`src/rtl/dmem_axi_master_pkg.sv`:
```
// Shared widths, response/protection constants and FSM encoding for dmem_axi_master.
// The optional response timeout is enabled with KRV_AXI_MASTER_TIMEOUT_EN.
package dmem_axi_master_pkg;

    localparam int AXI_ADDR_WIDTH = 32;
    localparam int DATA_WIDTH     = 32;
    localparam int STRB_WIDTH     = DATA_WIDTH / 8;

    localparam logic [1:0] AXI_RESP_OKAY    = 2'b00;
    localparam logic [2:0] AXI_PROT_DEFAULT = 3'b000;

    typedef enum logic [2:0] {
        ST_IDLE    = 3'd0,
        ST_WR_REQ  = 3'd1,
        ST_WR_RESP = 3'd2,
        ST_RD_REQ  = 3'd3,
        ST_RD_DATA = 3'd4
    } state_e;

    function automatic logic resp_is_error(input logic [1:0] resp);
        return resp != AXI_RESP_OKAY;
    endfunction

endpackage

```
`src/rtl/dmem_axi_master.sv`:
```
// Single-outstanding data-memory request port bridged onto an AXI4-lite master.
// Define KRV_AXI_MASTER_TIMEOUT_EN to abort B/R waits after TIMEOUT_CYCLES cycles.
module dmem_axi_master
    import dmem_axi_master_pkg::*;
#(
    parameter int TIMEOUT_CYCLES = 255
) (
    input  logic                      ACLK,
    input  logic                      ARESETn,

    input  logic                      req_valid,
    output logic                      req_ready,
    input  logic [AXI_ADDR_WIDTH-1:0] req_addr,
    input  logic                      req_rd0_wr1,
    input  logic [DATA_WIDTH-1:0]     req_write_data,
    input  logic [STRB_WIDTH-1:0]     req_byte_strobe,

    output logic                      resp_valid,
    output logic [DATA_WIDTH-1:0]     resp_read_data,
    output logic                      resp_err,

    output logic                      AWVALID,
    input  logic                      AWREADY,
    output logic [AXI_ADDR_WIDTH-1:0] AWADDR,
    output logic [2:0]                AWPROT,
    output logic                      WVALID,
    input  logic                      WREADY,
    output logic [DATA_WIDTH-1:0]     WDATA,
    output logic [STRB_WIDTH-1:0]     WSTRB,
    input  logic                      BVALID,
    input  logic [1:0]                BRESP,
    output logic                      BREADY,

    output logic                      ARVALID,
    input  logic                      ARREADY,
    output logic [AXI_ADDR_WIDTH-1:0] ARADDR,
    output logic [2:0]                ARPROT,
    input  logic                      RVALID,
    input  logic [DATA_WIDTH-1:0]     RDATA,
    input  logic [1:0]                RRESP,
    output logic                      RREADY
);

    // A zero budget would expire on the very first wait cycle; keep it at least 1.
    if (TIMEOUT_CYCLES < 1) begin : g_timeout_cycles_invalid
    end

    state_e                    state_q, state_d;
    logic [AXI_ADDR_WIDTH-1:0] addr_q, addr_d;
    logic [DATA_WIDTH-1:0]     wdata_q, wdata_d;
    logic [STRB_WIDTH-1:0]     wstrb_q, wstrb_d;
    logic                      aw_done_q, aw_done_d;
    logic                      w_done_q, w_done_d;
    logic                      resp_valid_q, resp_valid_d;
    logic                      resp_err_q, resp_err_d;
    logic [DATA_WIDTH-1:0]     rdata_q, rdata_d;
    logic                      timeout_hit;
    logic                      aw_fire, w_fire;

`ifdef KRV_AXI_MASTER_TIMEOUT_EN
    localparam int TIMER_W = $clog2(TIMEOUT_CYCLES + 1);

    logic [TIMER_W-1:0] timer_q, timer_d;
    logic               waiting;

    assign waiting     = (state_q == ST_WR_RESP) || (state_q == ST_RD_DATA);
    assign timeout_hit = waiting && (timer_q == TIMER_W'(TIMEOUT_CYCLES - 1));

    // Counter is zero on entry to a wait state because it only advances while waiting.
    always_comb begin
        timer_d = '0;
        if (waiting && !timeout_hit) begin
            timer_d = timer_q + TIMER_W'(1);
        end
    end

    always_ff @(posedge ACLK or negedge ARESETn) begin
        if (!ARESETn) begin
            timer_q <= '0;
        end else begin
            timer_q <= timer_d;
        end
    end
`else
    assign timeout_hit = 1'b0;
`endif

    assign aw_fire = AWVALID && AWREADY;
    assign w_fire  = WVALID && WREADY;

    // NOTE: every variable gets its hold/default value first so no path through the case infers a latch.
    always_comb begin
        state_d      = state_q;
        addr_d       = addr_q;
        wdata_d      = wdata_q;
        wstrb_d      = wstrb_q;
        aw_done_d    = aw_done_q;
        w_done_d     = w_done_q;
        resp_valid_d = 1'b0;
        resp_err_d   = 1'b0;
        rdata_d      = rdata_q;

        unique case (state_q)
            ST_IDLE: begin
                if (req_valid && req_ready) begin
                    addr_d = req_addr;
                    if (req_rd0_wr1) begin
                        wdata_d   = req_write_data;
                        wstrb_d   = req_byte_strobe;
                        aw_done_d = 1'b0;
                        w_done_d  = 1'b0;
                        state_d   = ST_WR_REQ;
                    end else begin
                        state_d = ST_RD_REQ;
                    end
                end
            end
            ST_WR_REQ: begin
                if (aw_fire) aw_done_d = 1'b1;
                if (w_fire)  w_done_d  = 1'b1;
                if ((aw_done_q || aw_fire) && (w_done_q || w_fire)) begin
                    state_d = ST_WR_RESP;
                end
            end
            ST_WR_RESP: begin
                if (BVALID) begin
                    state_d      = ST_IDLE;
                    resp_valid_d = 1'b1;
                    resp_err_d   = resp_is_error(BRESP);
                end else if (timeout_hit) begin
                    state_d      = ST_IDLE;
                    resp_valid_d = 1'b1;
                    resp_err_d   = 1'b1;
                end
            end
            ST_RD_REQ: begin
                if (ARREADY) state_d = ST_RD_DATA;
            end
            ST_RD_DATA: begin
                if (RVALID) begin
                    state_d      = ST_IDLE;
                    resp_valid_d = 1'b1;
                    resp_err_d   = resp_is_error(RRESP);
                    rdata_d      = RDATA;
                end else if (timeout_hit) begin
                    state_d      = ST_IDLE;
                    resp_valid_d = 1'b1;
                    resp_err_d   = 1'b1;
                end
            end
            default: state_d = ST_IDLE;
        endcase
    end

    // NOTE: state registers use non-blocking assignments so all flops update together at the edge.
    // NOTE: every register here is reset; the block is small and a clean post-reset read value is required.
    always_ff @(posedge ACLK or negedge ARESETn) begin
        if (!ARESETn) begin
            state_q      <= ST_IDLE;
            addr_q       <= '0;
            wdata_q      <= '0;
            wstrb_q      <= '0;
            aw_done_q    <= 1'b0;
            w_done_q     <= 1'b0;
            resp_valid_q <= 1'b0;
            resp_err_q   <= 1'b0;
            rdata_q      <= '0;
        end else begin
            state_q      <= state_d;
            addr_q       <= addr_d;
            wdata_q      <= wdata_d;
            wstrb_q      <= wstrb_d;
            aw_done_q    <= aw_done_d;
            w_done_q     <= w_done_d;
            resp_valid_q <= resp_valid_d;
            resp_err_q   <= resp_err_d;
            rdata_q      <= rdata_d;
        end
    end

    // Handshake signals decode straight from the state register, so reset clears them at once.
    assign req_ready      = ARESETn && (state_q == ST_IDLE);
    assign AWVALID        = (state_q == ST_WR_REQ) && !aw_done_q;
    assign WVALID         = (state_q == ST_WR_REQ) && !w_done_q;
    assign BREADY         = (state_q == ST_WR_RESP);
    assign ARVALID        = (state_q == ST_RD_REQ);
    assign RREADY         = (state_q == ST_RD_DATA);

    assign AWADDR         = addr_q;
    assign ARADDR         = addr_q;
    assign WDATA          = wdata_q;
    assign WSTRB          = wstrb_q;
    assign AWPROT         = AXI_PROT_DEFAULT;
    assign ARPROT         = AXI_PROT_DEFAULT;

    assign resp_valid     = resp_valid_q;
    assign resp_err       = resp_err_q;
    assign resp_read_data = rdata_q;

endmodule

```
`config.mk`:
```
export PLATFORM = sky130hd
export DESIGN_NAME = dmem_axi_master
export DESIGN_NICKNAME = d
export VERILOG_FILES = /design/src/rtl/dmem_axi_master_pkg.sv /design/src/rtl/dmem_axi_master.sv
export SDC_FILE = /design/constraint.sdc
export NUM_CORES = 1
export LEC_CHECK = 0
export ABC_AREA = 1
export CAP_MARGIN = 20
export CORE_MARGIN = 2
export CORE_UTILIZATION = 43
export CTS_BUF_LIST = sky130_fd_sc_hd__clkbuf_4
export DETAILED_ROUTE_END_ITERATION = 10
export GPL_TIMING_DRIVEN = 0
export MAX_ROUTING_LAYER = met4
export PLACE_DENSITY = 0.85
export SLEW_MARGIN = 25
export SYNTH_ARGS = -nofsm -noshare
export SYNTH_HDL_FRONTEND = slang
export SYNTH_SLANG_ARGS = --single-unit
```
`constraint.sdc`:
```
create_clock -name ACLK -period 4.1 [get_ports ACLK]
set_input_delay 0.615 -clock ACLK [delete_from_list [all_inputs] [get_ports ACLK]]
set_output_delay 0.615 -clock ACLK [all_outputs]
set_load 0.05 [all_outputs]
```
==> run summary, run 1 <==
CP Class -> reg -> out
share of cells above drive strength 1 -> 0.0951
Synth async-reset ratio -> 1.00
final worst path period need -> 3.22 ns
I/O Buffers -> 251
Global Route Usage Sum -> 0.241
nets -> 918
final hold vios -> 0
count leader, synth -> nand2_1
Clock transition at path regs -> 0.17 ns
routed vias -> 4,539
root buf cell -> clkbuf_4
clock skew -> 0.0195 ns
vias in the first global route -> 4,468
routed length on met2 -> 7.05 mm
# clock sinks -> 107
crit share post-route -> 0.786
r2r worst-path depth -> 6
pwr dens -> 910 nW/um^2
Placed Area -> 7420 sq um
cells taking the most area after synthesis -> dfrtp_1, nand2_1, nand3_1, buf_4, inv_1
via/cell ratio -> 4.78
RSZ-0062 raised after global routing -> false
HP Class -> in -> async
core area -> 10,700 sq um
status -> completed
Congestion Overflow GR -> 0
max cap viols -> 0
clk buf depth -> 2
most instantiated cells after synthesis -> nand2_1, dfrtp_1, nand3_1, inv_1, buf_4
hpwl dp -> 11.0 mm
I/O pin total -> 259
Synth Cell Area -> 4680 sq um
Layout area overhead -> 61.4%
critical path arrival -> 2.61 ns
fmax -> 310 MHz
Synth warnings -> 0
Die ar. -> 11,700 sq um
reg2reg setup slack -> 2.45 ns
Pre-antenna DRT Iters -> 4
# fillers -> 826
Die Y -> 108 microns
setup violators final -> 0
row cnt -> 38
cts bufs inserted -> 9
H-tree depth -> 3
post-route ant nets -> 0
area leader, netlist -> dfrtp_1
pin count of the biggest net entering global routing -> 59
starting density of the core -> 0.436
die width -> 108 microns
critical path launch point type -> flip-flop
Final Util -> 0.703
Placer Congestion -> 0.882
WL/cell -> 14.5 microns
Pleak -> 0.00366 uW
CTS hold repair buffers -> 0
overall routed net length -> 13.8 mm
Final Max Tran Viols -> 0
metal3 WL -> 1.16 mm
post-synthesis cell count -> 537
sequential fraction of the synthesis area -> 0.572
peak supply drop -> 0.676 mV
Slew @ Worst Pin -> 0.548 ns
Distinct cells, synth -> 21
Avg Inst Size Synth -> 8.72 sq um
Post-Route M1 WL -> 5.24 mm
crit-path max FO -> 10
WP data required -> 3.48 ns
CTS tree -> built
Clk Latency, worst-skew pair -> 0.44 ns
max layer used -> met4
cell area after layout -> 7550 sq um
DR iter-0 viols -> 269
ys flop type -> dfrtp_1
Post-synth EDFFs -> 0
# diodes -> 0
final setup TNS -> 0 ns
Setup Fix Bufs, Post-CTS -> 0
Synth top area share -> 0.572
residual DRC count -> 0
# resized after CTS -> 0
initial antenna violation count -> 0
critical path endpoint category -> output pin
Hold Slack -> 0.0916 ns
global-route wire length before repair -> 21.3 mm
synthesized flop and latch total -> 107
Slew HR -> 0.633
## cells by family after synthesis
group                  share of synthesized area
AOI/OAI and AO/OA                         0.0366
buffers and inverters                      0.133
DFF                                        0.572
other                                   0.000801
and+or+nand+nor                            0.258
## final cells by class
| type | count | area [sq um] | share of cell area |
|---|---|---|---|
| Clock buffer | 10 | 75.1 | 0.00994 |
| Sequential cell | 107 | 2680 | 0.354 |
| Inverter | 44 | 165 | 0.0219 |
| Tap cell | 140 | 175 | 0.0232 |
| Buffer | 67 | 455 | 0.0603 |
| Clock inverter | 6 | 63.8 | 0.00845 |
| Timing Repair Buffer | 252 | 2540 | 0.336 |
| Multi-Input combinational cell | 324 | 1400 | 0.185 |
## report_power, final
group          internal (uW)  switching (uW)  leakage, uW
combinational           1530            3000      0.00223
clock                    194             341    0.0000744
sequential              1500             308      0.00136
total                   3230            3650      0.00366
## cell usage in the layout (no fill, tap or decap), drive strengths merged, types with 3 or more instances in the layout
cell type,Yosys,final
clkdlybuf4s50,0,250
nand2,191,191
dfrtp,107,107
nand3,73,73
buf,53,55
inv,44,45
o21ai,33,33
clkbuf,14,24
nor2,11,11
conb,1,6
nor3,3,3
clkinv,0,3
## registers in the layout, summed over array words and instances (netlist names)
signal and flops:
WSTRB 4, resp_read_data 32, w_done_q 1, WDATA 32, ARADDR 32, resp_err 1
resp_valid 1, state_q 3, aw_done_q 1
## layer usage
| layer | vias to the layer above | track usage |
|---|---|---|
| li1 | 2168 | - |
| met1 | 2126 | 0.271 |
| met2 | 218 | 0.412 |
| met3 | 27 | 0.0621 |
| met4 | 0 | 0.0952 |
| met5 | - | - |
## critical path, stage by stage (launching register included)
cell,delay [ns]
dfrtp_1,0.38
buf_2,0.18
nor3_4,0.31
clkbuf_1,0.39
clkdlybuf4s50_1,0.89
## final timing paths
kind,end,from
worst max-delay path,RREADY,state_q[0]
worst min-delay path,WDATA[26],ARESETn
worst max register to register,resp_read_data[5],state_q[0]
worst min register to register,resp_read_data[30],resp_read_data[30]
max in group asynchronous,ARADDR[30],ARESETn
min in group ACLK,resp_read_data[30],resp_read_data[30]
## metrics by stage
step | total power (uW) | setup slack, ns | cells
floorplan | 4780 | 1.83 | 542
global placement | 6290 | -2.70 | 933
detailed placement | 6380 | 0.945 | 934
CTS | 6920 | 0.834 | 950
global route | 7210 | 0.688 | 950
finish | 6880 | 0.878 | 950
No activity file was read; power rests on OpenSTA's default activity.
==> run 2, diff against run 1 <==
CORE_UTILIZATION = 40   (was 43)
PLACE_DENSITY = 0.8   (was 0.85)
clock period = 3.18 ns   (was 4.1 ns; I/O delays follow)
==> run 2 against run 1 <==
Clock skew rose by 0.0024 ns. Global-route usage shrank 1.5 points. Clock power grew 28%. Register-to-register slack got worse by 0.99 ns. Flip-flop and latch count is the same. Cell count increased by 0.53%. Non-clock buffer count grew 2. Hold slack improved by 0.27 ns. Via count fell by 0.90%. Sequential power rose by 29%. Core utilization fell by 3.8 points. Clock-buffer cell count down 1.
==> run summary, run 2 (synthesized netlist as in run 1, its figures left out) <==
worst r2r src -> state_q[0] (unchanged)
final hold vios -> 0 (unchanged)
Die ar. -> 12,600 sq um (was 11,700 sq um)
CTS tree -> built (unchanged)
RSZ-0062 raised after global routing -> false (unchanged)
critical path arrival -> 2.55 ns (was 2.61 ns)
cell area after layout -> 7590 sq um (was 7550 sq um)
Global Route Usage Sum -> 0.226 (was 0.241)
H-tree depth -> 3 (unchanged)
reg2reg setup slack -> 1.46 ns (was 2.45 ns)
nets -> 920 (was 918)
core area -> 11,400 sq um (was 10,700 sq um)
starting density of the core -> 0.410 (was 0.436)
Clk Latency, worst-skew pair -> 0.45 ns (was 0.44 ns)
commonest non-fill, non-tap cells in the layout -> clkdlybuf4s50_1, nand2_1, dfrtp_1 (unchanged)
CP max stage delay -> 0.83 ns (was 0.89 ns)
clock skew -> 0.0219 ns (was 0.0195 ns)
share of cells above drive strength 1 -> 0.0948 (was 0.0951)
Congestion Overflow GR -> 0 (unchanged)
part of the power in registers -> 0.263 (was 0.264)
final setup TNS -> 0 ns (unchanged)
max cap viols -> 0 (unchanged)
final worst path period need -> 3.02 ns
initial antenna violation count -> 0 (unchanged)
status -> completed (unchanged)
Final Max Tran Viols -> 0 (unchanged)
Pleak -> 0.00369 uW (was 0.00366 uW)
vias in the first global route -> 4,500 (was 4,468)
clk buf depth -> 2 (unchanged)
WL/cell -> 14.6 microns (was 14.5 microns)
Slew @ Worst Pin -> 0.574 ns (was 0.548 ns)
I/O Buffers -> 251 (unchanged)
critical path launch point type -> input pin (was flip-flop)
Clock transition at path regs -> 0.16 ns (was 0.17 ns)
Layout area overhead -> 62.2% (was 61.4%)
crit share post-route -> 0.950
r2r worst-path depth -> 8 (was 6)
CP max stage cell -> clkdlybuf4s50_1 (unchanged)
Top delay family on crit path -> buffers and inverters (unchanged)
Placed Area -> 7420 sq um (about the same)
I/O pin total -> 259 (unchanged)
non-filler cells, final -> 955 (was 950)
Die Y -> 112 microns (was 108 microns)
row cnt -> 39 (was 38)
Placed Cells -> 937 (was 934)
met1 global-route usage -> 0.261 (was 0.271)
root buf cell -> clkbuf_4 (unchanged)
Hold Crit Depth -> 3
DR iter-0 viols -> 169 (was 269)
Pint -> 4160 uW (was 3230 uW)
# fillers -> 953 (was 826)
crit-path max FO -> 47 (was 10)
Worst Hold End -> resp_read_data[31]
# diodes -> 0 (unchanged)
Slew HR -> 0.617 (was 0.633)
clock network power share -> 0.077 (was 0.078)
pwr dens -> 1170 nW/um^2 (was 910 nW/um^2)
cts bufs inserted -> 9 (unchanged)
die width -> 112 microns (was 108 microns)
CP Class -> in -> out (was reg -> out)
peak supply drop -> 0.888 mV (was 0.676 mV)
Net Switching -> 4710 uW (was 3650 uW)
via/cell ratio -> 4.71 (was 4.78)
# clock sinks -> 107 (unchanged)
gr busiest metal -> met2 (unchanged)
setup violators final -> 0 (unchanged)
WP data required -> 2.70 ns (was 3.48 ns)
hold path start -> RVALID
Pre-antenna DRT Iters -> 4 (unchanged)
Placer Congestion -> 0.873 (was 0.882)
hpwl dp -> 10.9 mm (was 11.0 mm)
met3 global-route usage -> 0.0470 (was 0.0621)
Comb pwr share -> 0.659 (about the same)
critical path endpoint category -> output pin (unchanged)
global-route wire length before repair -> 22.1 mm (was 21.3 mm)
Buf+Inv Stages, Crit Path -> 5 (was 3)
pin count of the biggest net entering global routing -> 58 (was 59)
Hold Slack -> 0.363 ns (was 0.0916 ns)
overall routed net length -> 14.0 mm (was 13.8 mm)
grt met2 use -> 0.393 (was 0.412)
routed vias -> 4,498 (was 4,539)
critical path cell sequence -> dlygate4sd3_1 -> buf_6 -> buf_16 -> inv_1 -> nor2_1 -> clkdlybuf4s50_1 (was buf_2 -> nor3_4 -> clkbuf_1 -> clkdlybuf4s50_1)
reg2reg end -> WDATA[27] (was resp_read_data[5])
HP Class -> in -> reg (was in -> async)
post-route ant nets -> 0 (unchanged)
fmax -> 331 MHz
switching fraction of total power -> 0.531 (was 0.530)
commonest non-fill, non-tap cell in the layout -> clkdlybuf4s50_1 (unchanged)
residual DRC count -> 0 (unchanged)
[run 2: repair_timing]
action / CTS / global route
gates resized for setup: 0 / 1
endpoints found under the setup margin: 0 / 1
hold buffers: 2 / 0
endpoints found under the hold margin: 57 / 0
buffers inserted: 0 / 0
[run 2: final cells by class]
class / instances / area (sq um) / area share
Sequential cell: 107 / 2680 / 0.353
Timing Repair Buffer: 254 / 2580 / 0.340
Multi-Input combinational cell: 324 / 1400 / 0.185
Buffer: 67 / 455 / 0.0600
Tap cell: 143 / 179 / 0.0236
Inverter: 44 / 165 / 0.0217
Clock buffer: 9 / 67.6 / 0.00890
Clock inverter: 7 / 66.3 / 0.00873
[run 2: metrics by stage]
step / setup WS [ns] / util / total power [uW]
6_report: 0.157 / 0.665 / 8870
5_1_grt: 0.0171 / 0.665 / 9290
4_1_cts: 0.0668 / 0.665 / 8940
3_5_place_dp: 0.320 / 0.650 / 8230
3_3_place_gp: -3.31 / 0.647 / 8110
2_1_floorplan: 1.05 / - / 6160
[run 2: power by group through the flow]
| stage | registers [uW] | logic [uW] | clock network, uW |
|---|---|---|---|
| 2_1_floorplan | 4290 | 1870 | 0 |
| 3_3_place_gp | 2330 | 5780 | 0 |
| 3_5_place_dp | 2370 | 5870 | 0 |
| 4_1_cts | 2340 | 5880 | 713 |
| 5_1_grt | 2410 | 6120 | 760 |
| 6_report | 2340 | 5850 | 685 |
[run 2: tightest hold or removal path: cells and delay by family]
family        cells  cell delay (ns)
simple gates      2             0.17
buf+inv           1             0.16
[run 2: worst max-delay path by stage]
stage | startpoint | to | slack (ns) | cells past startpoint
detailed placement | ARESETn | req_ready | 0.32 | 5
global placement | ARESETn | req_ready | -3.31 | 4
finish | ARESETn | req_ready | 0.16 | 6
CTS | state_q[0] | RREADY | 0.07 | 4
global route | ARESETn | req_ready | 0.02 | 6
floorplan | state_q[0] | BREADY | 1.05 | 2
[run 2: routing by layer]
metal | part of all wire | routed length, microns | up-vias
li1 | - | - | 2165
met1 | 0.40 | 5610 | 2124
met2 | 0.51 | 7160 | 190
met3 | 0.071 | 995 | 19
met4 | 0.014 | 197 | 0
met5 | 0 | 0 | -
==> run 3, diff against run 2 <==
CTS_BUF_LIST = sky130_fd_sc_hd__clkbuf_2   (was sky130_fd_sc_hd__clkbuf_4)
==> run 3 against run 2 <==
Clock power shrank 8.9%. Total power shrank 0.78%. Core utilization shrank 0.23 points. Fmax grew 2.3%. Critical endpoint unchanged. Largest cell class unchanged. Largest power group unchanged.
==> run summary, run 3 (synthesized netlist as in run 1, its figures left out) <==
CP Class -> in -> out (unchanged)
# diodes -> 0 (unchanged)
root buf cell -> clkbuf_2 (was clkbuf_4)
Die ar. -> 12,600 sq um (unchanged)
Setup Fix Bufs, Post-CTS -> 0 (unchanged)
peak supply drop -> 0.886 mV (was 0.888 mV)
Post-Route M1 WL -> 5.51 mm (was 5.61 mm)
DR iter-0 viols -> 160 (was 169)
via/cell ratio -> 4.68 (was 4.71)
CP max stage cell -> clkdlybuf4s50_1 (unchanged)
Hold Crit Depth -> 3 (unchanged)
Global Route Usage Sum -> 0.223 (was 0.226)
Clock transition at path regs -> 0.28 ns (was 0.16 ns)
Worst Hold End -> resp_read_data[31] (unchanged)
final worst path period need -> 2.96 ns (was 3.02 ns)
overall routed net length -> 13.8 mm (was 14.0 mm)
final hold vios -> 0 (unchanged)
routed length on met2 -> 7.13 mm (was 7.16 mm)
clock skew -> 0.0234 ns (was 0.0219 ns)
critical path launch point type -> input pin (unchanged)
max cap viols -> 0 (unchanged)
hold path start -> RVALID (unchanged)
I/O pin total -> 259 (unchanged)
crit-path max FO -> 47 (unchanged)
CTS tree -> built (unchanged)
setup violators final -> 0 (unchanged)
Clk Latency, worst-skew pair -> 0.54 ns (was 0.45 ns)
status -> completed (unchanged)
residual DRC count -> 0 (unchanged)
I/O Buffers -> 251 (unchanged)
share of cells above drive strength 1 -> 0.0948 (unchanged)
Die Y -> 112 microns (unchanged)
critical path cell sequence -> dlygate4sd3_1 -> buf_6 -> buf_16 -> inv_1 -> nor2_1 -> clkdlybuf4s50_1 (unchanged)
final setup TNS -> 0 ns (unchanged)
starting density of the core -> 0.410 (unchanged)
critical path arrival -> 2.48 ns (was 2.55 ns)
fmax -> 338 MHz (was 331 MHz)
Placed Cells -> 937 (unchanged)
commonest non-fill, non-tap cells in the layout -> clkdlybuf4s50_1, nand2_1, dfrtp_1 (unchanged)
Buf+Inv Stages, Crit Path -> 5 (unchanged)
pwr dens -> 1160 nW/um^2 (was 1170 nW/um^2)
Hold Slack -> 0.236 ns (was 0.363 ns)
die width -> 112 microns (unchanged)
Placed Area -> 7420 sq um (unchanged)
Pleak -> 0.00367 uW (was 0.00369 uW)
Slew @ Worst Pin -> 0.576 ns (was 0.574 ns)
# clock sinks -> 107 (unchanged)
nets -> 920 (unchanged)
Top delay family on crit path -> buffers and inverters (unchanged)
worst r2r src -> state_q[0] (unchanged)
Pre-antenna DRT Iters -> 4 (unchanged)
crit share post-route -> 0.929 (was 0.950)
critical path endpoint category -> output pin (unchanged)
CP max stage delay -> 0.83 ns (about the same)
WP data required -> 2.70 ns (about the same)
reg2reg setup slack -> 1.46 ns (about the same)
Layout area overhead -> 61.7% (was 62.2%)
routed vias -> 4,468 (was 4,498)
core area -> 11,400 sq um (unchanged)
WL/cell -> 14.4 microns (was 14.6 microns)
r2r worst-path depth -> 8 (unchanged)
RSZ-0062 raised after global routing -> false (unchanged)
reg2reg end -> WDATA[27] (unchanged)
Final Max Tran Viols -> 0 (unchanged)
initial antenna violation count -> 0 (unchanged)
Congestion Overflow GR -> 0 (unchanged)
pin count of the biggest net entering global routing -> 62 (was 58)
cell area after layout -> 7570 sq um (was 7590 sq um)
row cnt -> 39 (unchanged)
# fillers -> 954 (was 953)
metal3 WL -> 1.01 mm (was 995 microns)
HP Class -> in -> reg (unchanged)
Slew HR -> 0.616 (was 0.617)
non-filler cells, final -> 955 (unchanged)
hpwl dp -> 10.9 mm (unchanged)
global-route wire length before repair -> 21.9 mm (was 22.1 mm)
cts bufs inserted -> 9 (unchanged)
post-route ant nets -> 0 (unchanged)
max layer used -> met4 (unchanged)
H-tree depth -> 3 (unchanged)
commonest non-fill, non-tap cell in the layout -> clkdlybuf4s50_1 (unchanged)
vias in the first global route -> 4,494 (was 4,500)
Final Util -> 0.663 (was 0.665)
clk buf depth -> 2 (unchanged)
Placer Congestion -> 0.873 (unchanged)
[run 3: worst register-to-register path: stages (launching register included)]
cell and delay (ns):
dfrtp_1 0.42, buf_2 0.18, nor2_2 0.14, nand2_2 0.13
nor3_4 0.21, nand2_2 0.18, buf_2 0.25, nand2_1 0.09
nand2_1 0.05
[run 3: worst max path at each step]
stage,start,end,slack [ns],cells after the start
floorplan,state_q[0],BREADY,1.05,2
global placement,ARESETn,req_ready,-3.31,4
detailed placement,ARESETn,req_ready,0.32,5
CTS,state_q[2],WVALID,0.15,6
global route,state_q[2],AWVALID,0.02,6
finish,ARESETn,req_ready,0.22,6
[run 3: timing repair]
action | 4_1_cts | 5_1_grt
setup endpoints to repair | 1 | 0
gates resized for setup | 1 | 0
endpoints found under the hold margin | 61 | 0
hold buffers | 2 | 0
[run 3: area by class of cell]
type / instances / area, sq um / area share
Timing Repair Buffer: 254 / 2580 / 0.341
Multi-Input combinational cell: 324 / 1400 / 0.185
Sequential cell: 107 / 2680 / 0.354
Buffer: 67 / 455 / 0.0602
Tap cell: 143 / 179 / 0.0236
Clock inverter: 7 / 66.3 / 0.00876
Clock buffer: 9 / 45.0 / 0.00595
Inverter: 44 / 165 / 0.0218
[run 3: layer usage]
layer / vias to the layer above / track usage
met1: 2104 / 0.259
met4: 0 / 0.0577
met3: 10 / 0.0551
met2: 188 / 0.389
met5: - / -
li1: 2166 / -
[run 3: power breakdown]
part           leakage, uW  internal (uW)  switching, uW
logic              0.00225           1980           3860
registers          0.00136           1940            396
clock network    0.0000634            177            447
[run 3: stage by stage]
step	setup slack (ns)	power (uW)
2_1_floorplan	1.05	6160
3_3_place_gp	-3.31	8110
3_5_place_dp	0.320	8230
4_1_cts	0.151	8870
5_1_grt	0.0174	9230
6_report	0.224	8800
